File: config.mk
export PLATFORM = sky130hd
export DESIGN_NAME = dmem_responder
export DESIGN_NICKNAME = d
export VERILOG_FILES = /design/src/rtl/dmem_responder.sv
export SDC_FILE = /design/constraint.sdc
export NUM_CORES = 2
export LEC_CHECK = 0
export ABC_AREA = 1
export CAP_MARGIN = 25
export CORE_ASPECT_RATIO = 1.75
export CORE_UTILIZATION = 30
export CTS_CLUSTER_SIZE = 28
export DETAILED_ROUTE_END_ITERATION = 16
export DONT_BUFFER_PORTS = 1
export SLEW_MARGIN = 40
export SYNTH_ARGS = -nofsm -noshare
export SYNTH_HDL_FRONTEND = slang
export SYNTH_SLANG_ARGS = --single-unit
File: constraint.sdc
create_clock -name clk -period 79.1 [get_ports clk]
set_input_delay 3.955 -clock clk [delete_from_list [all_inputs] [get_ports clk]]
set_output_delay 3.955 -clock clk [all_outputs]
set_load 0.02 [all_outputs]
File: src/rtl/dmem_responder.sv
// rtl/dmem_responder.sv - single-port word memory behind a request/response handshake
// with a programmable number of wait states before each access.
module dmem_responder #(
    parameter int WAIT_CYCLES = 2,
    parameter int ADDR_W      = 6
) (
    input  logic        clk,
    input  logic        rst,
    input  logic        req_valid,
    input  logic        req_write,
    input  logic [31:0] req_addr,
    input  logic [31:0] req_wdata,
    output logic        req_ready,
    output logic        rsp_valid,
    input  logic        rsp_ready,
    output logic [31:0] rsp_rdata,
    output logic        rsp_err,
    output logic        busy
);

    localparam int DEPTH = 1 << ADDR_W;

    typedef enum logic [1:0] {
        S_IDLE   = 2'd0,
        S_WAIT   = 2'd1,
        S_ACCESS = 2'd2,
        S_RESP   = 2'd3
    } state_t;

    state_t      state_q, state_d;
    logic [3:0]  cnt_q, cnt_d;
    logic        wr_q, wr_d;
    logic [31:0] addr_q, addr_d;
    logic [31:0] wdata_q, wdata_d;
    logic [31:0] rdata_q, rdata_d;
    logic        err_q, err_d;
    logic [31:0] mem_q [DEPTH];

    logic              addr_err;
    logic [ADDR_W-1:0] mem_idx;
    logic              mem_we;

    // Misaligned or any address bit above the memory's byte range is an error.
    assign addr_err = (addr_q[1:0] != 2'b00) || ((addr_q >> (ADDR_W + 2)) != 32'd0);
    assign mem_idx  = addr_q[ADDR_W+1:2];

    always_ff @(posedge clk or posedge rst) begin
        if (rst) begin
            state_q <= S_IDLE;
            cnt_q   <= '0;
            wr_q    <= 1'b0;
            addr_q  <= '0;
            wdata_q <= '0;
            rdata_q <= '0;
            err_q   <= 1'b0;
        end else begin
            state_q <= state_d;
            cnt_q   <= cnt_d;
            wr_q    <= wr_d;
            addr_q  <= addr_d;
            wdata_q <= wdata_d;
            rdata_q <= rdata_d;
            err_q   <= err_d;
        end
    end

    always_ff @(posedge clk or posedge rst) begin
        if (rst) begin
            for (int i = 0; i < DEPTH; i++) begin
                mem_q[i] <= '0;
            end
        end else if (mem_we) begin
            mem_q[mem_idx] <= wdata_q;
        end
    end

    always_comb begin
        state_d = state_q;
        cnt_d   = cnt_q;
        wr_d    = wr_q;
        addr_d  = addr_q;
        wdata_d = wdata_q;
        rdata_d = rdata_q;
        err_d   = err_q;
        mem_we  = 1'b0;
        case (state_q)
            S_IDLE: begin
                if (req_valid) begin
                    wr_d    = req_write;
                    addr_d  = req_addr;
                    wdata_d = req_wdata;
                    if (WAIT_CYCLES == 0) begin
                        state_d = S_ACCESS;
                    end else begin
                        state_d = S_WAIT;
                        cnt_d   = 4'(WAIT_CYCLES);
                    end
                end
            end
            S_WAIT: begin
                cnt_d = cnt_q - 4'd1;
                if (cnt_q == 4'd1) begin
                    state_d = S_ACCESS;
                end
            end
            S_ACCESS: begin
                state_d = S_RESP;
                err_d   = addr_err;
                mem_we  = wr_q && !addr_err;
                rdata_d = (!wr_q && !addr_err) ? mem_q[mem_idx] : 32'd0;
            end
            default: begin
                if (rsp_ready) begin
                    state_d = S_IDLE;
                    rdata_d = '0;
                    err_d   = 1'b0;
                end
            end
        endcase
    end

    always_comb begin
        req_ready = (state_q == S_IDLE);
        rsp_valid = (state_q == S_RESP);
        busy      = (state_q != S_IDLE);
        rsp_rdata = rdata_q;
        rsp_err   = err_q;
    end

endmodule

==> results.json <==
{
  "status": "complete, no violations",
  "regToRegSetupSlack_ns": 73.86,
  "num-nets-final": 12400,
  "die_area_mm2": 0.336,
  "number_of_iterations_in_the_first_detailed_routing_pass": 6,
  "placedInstanceArea_mm2": 0.104,
  "wl_per_cell_um": 19.6,
  "total_number_of_vias": 82700,
  "initial_drc_count": 7751,
  "number_of_library_cell_types_mapped_by_synthesis": 34,
  "routabilityCongestion": 0.824,
  "grt_setup_unrepaired": "no",
  "max_freq_ghz": 0.133,
  "fin_crit_sh": 0.0951,
  "cts.path.max_buffers": 4,
  "postSynthNetCount": 13100,
  "ys_ff_latch": 2152,
  "postSynthCellCount": 13000,
  "timing.final.ws_setup_ns": 71.58,
  "detail_route.wirelength_um": 331000,
  "most_frequent_standard_cell_in_the_layout_excluding_fill_and_tap_cells": "nand2_1",
  "critPathRequiredTime_ns": 80.02,
  "ys_warn_count": 0,
  "layout-drive-gt1-share": 0.0544,
  "timing.slew.headroom": 0.349,
  "syn2layout_area_growth_pct": 10.9,
  "mostFrequentLayoutCells": "nand2_1, dfrtp_1, o21ai_0",
  "type_of_the_worst_min_delay_path": "register to register",
  "slowest_stage_cell_on_the_critical_path": "buf_4",
  "die_y_um": 766,
  "syn-cell-area_mm2": 0.100,
  "post_cts_resize_count": 0,
  "path_max_fanout": 101,
  "timing.final.max_slew_violations": 0,
  "first_global_vias": 78900,
  "post-dp-hpwl_um": 197000,
  "htreeDepth": 4,
  "cts_setup_buffers": 0,
  "grt_antenna_before_repair": 20,
  "cts_inserted_buffers": 200,
  "grt_use_total": 0.195,
  "ys_async_sr_fraction": 1.00,
  "finalSetupViolations": 0,
  "initial_core_util": 0.301,
  "cpPeakStageDelay_ns": 0.68,
  "cp_launch_type": "primary input",
  "vdd_drop_max_mv": 0.0434,
  "cts.sink_count": 2152,
  "cts.reportedPaths.clkPinSlew_ns": 0.06,
  "fin_worst_skew_ns": 0.0495,
  "finalHoldViolCount": 0,
  "power.static_leakage_nw": 50.8,
  "via_density_per_instance": 4.89,
  "floorplan.io_pins": 105,
  "netlist_top_cells_area": "dfrtp_1, nand2_1, o21ai_0, clkbuf_1, o21ai_1",
  "synth-main-ff-cell": "dfrtp_1",
  "fin_tns_setup_ns": 0,
  "remaining_drc_errors": 0,
  "std_cell_rows": 280,
  "wire_length_of_the_first_global_routing_pass_um": 504000,
  "critPathKind": "primary input to asynchronous set/reset pin",
  "yosysTopAreaCellShare": 0.538,
  "pwr_density_cell_mw_per_mm2": 30.9,
  "portBuffers": 0,
  "grt_remaining_overflow": 0,
  "timing.critical_path.cells": "inv_8 -> buf_12 -> buf_16 -> buf_4 -> buf_6 -> buf_6 -> buf_6 -> buf_6",
  "clockRootBuffer": "clkbuf_16",
  "ys_seq_area_frac": 0.538,
  "synth.largest_area_cell": "dfrtp_1",
  "fp.coreArea_mm2": 0.332,
  "cp_data_arrival_time_ns": 8.44,
  "timing.max_cap.violations": 0,
  "synth-edff-count": 0,
  "tritoncts": "yes",
  "die_width_um": 439,
  "grt_start_max_net_pins": 162,
  "final_area_mm2": 0.111,
  "pre_cts_ws_ns": 70.15,
  "ctsHoldBuffers": 0,
  "post_synth.cell_area_avg_um2": 7.70,
  "min_period_ns": 7.52,
  "later_pin_clock_latency_in_the_skew_report_ns": 0.89,
  "worstSetupEndpointType": "asynchronous set/reset pin",
  "crit_path_frequent_cell": "buf_6",
  "tightest_slew_ns": 0.976,
  "finish.cell_count_without_fillers": 16900,
  "postRouteAntennaNets": 0,
  "hold_slack_ns": 0.479,
  "placed_cells_incl_taps": 16500
}
## per-layer routing
metal,vias to the layer above,part of all wire,track usage
met1,40300,0.41,0.238
met2,2195,0.48,0.336
li1,39600,-,-
met4,12,0.055,0.0969
met5,-,0.00030,0
met3,558,0.053,0.0250
## report_power, final
group | switching [mW] | internal (mW) | leakage [nW] | total [mW]
clock | 0.445 | 0.569 | 3.32 | 1.01
sequential | 0.0165 | 1.12 | 29.9 | 1.13
combinational | 1.01 | 0.270 | 17.6 | 1.28
## critical path, delay by kind of cell
family / cells / cell delay (ns)
buffers and inverters: 8 / 4.12
## cell type report
cell class / instances / area (um2)
inverters: 774 / 2950
clock inverters: 68 / 850
flip-flops and latches: 2152 / 53900
multi-input cells: 9037 / 39200
well taps: 4371 / 5470
repair buffers: 207 / 2800
clock buffers: 284 / 5830
diodes: 10 / 25.0
fillers: 35300 / 221000
## sequential cells by signal, summed over array words and instances, names as in the netlist
signal	cells
mem_q	2048
addr_q	32
rsp_rdata	32
wdata_q	32
cnt_q	4
state_q	2
rsp_err	1
wr_q	1
## path summary, 6_finish.rpt
path                       cells after the start       start            end
max                                            8         rst     mem_q[155]
min                                            2  mem_q[486]     mem_q[486]
max reg2reg                                   12   addr_q[2]  rsp_rdata[10]
min reg2reg                                    2  mem_q[486]     mem_q[486]
max in group clk                               3  state_q[0]           busy
min in group asynchronous                      1         rst    mem_q[1487]
## synthesized netlist by cell type, types with 17 or more instances
cell      instances
a21oi_1          83
and2_1           26
buf_1            83
buf_2           108
buf_6            27
clkbuf_1        808
dfrtp_1        2152
inv_1           769
mux2_2           17
nand2_1        5508
nand3_1         559
nand3_4          59
nand4_1         123
nor2_1          397
o21ai_0        1644
o21ai_1         578
## stage by stage
stage | power, mW | utilization
3_5_place_dp | 2.42 | 0.313
2_1_floorplan | 1.90 | -
4_1_cts | 3.44 | 0.333
3_3_place_gp | 2.42 | 0.309
5_1_grt | 3.57 | 0.334
6_report | 3.43 | 0.334
## logic make-up (layout without fill, tap and decap cells)
group                    after synthesis  in the layout  share of synthesized area
AO/OA/AOI/OAI                       2313           2313                      0.116
adder cells (fa/ha/maj)                7              7                   0.000875
buffers and inverters               1804           1333                     0.0712
flip-flops                          2152           2152                      0.538
multiplexers                          17             17                    0.00191
other                                  0             10                          0
AND/OR/NAND/NOR                     6700           6700                      0.272
No activity file was read; power rests on OpenSTA's default activity.
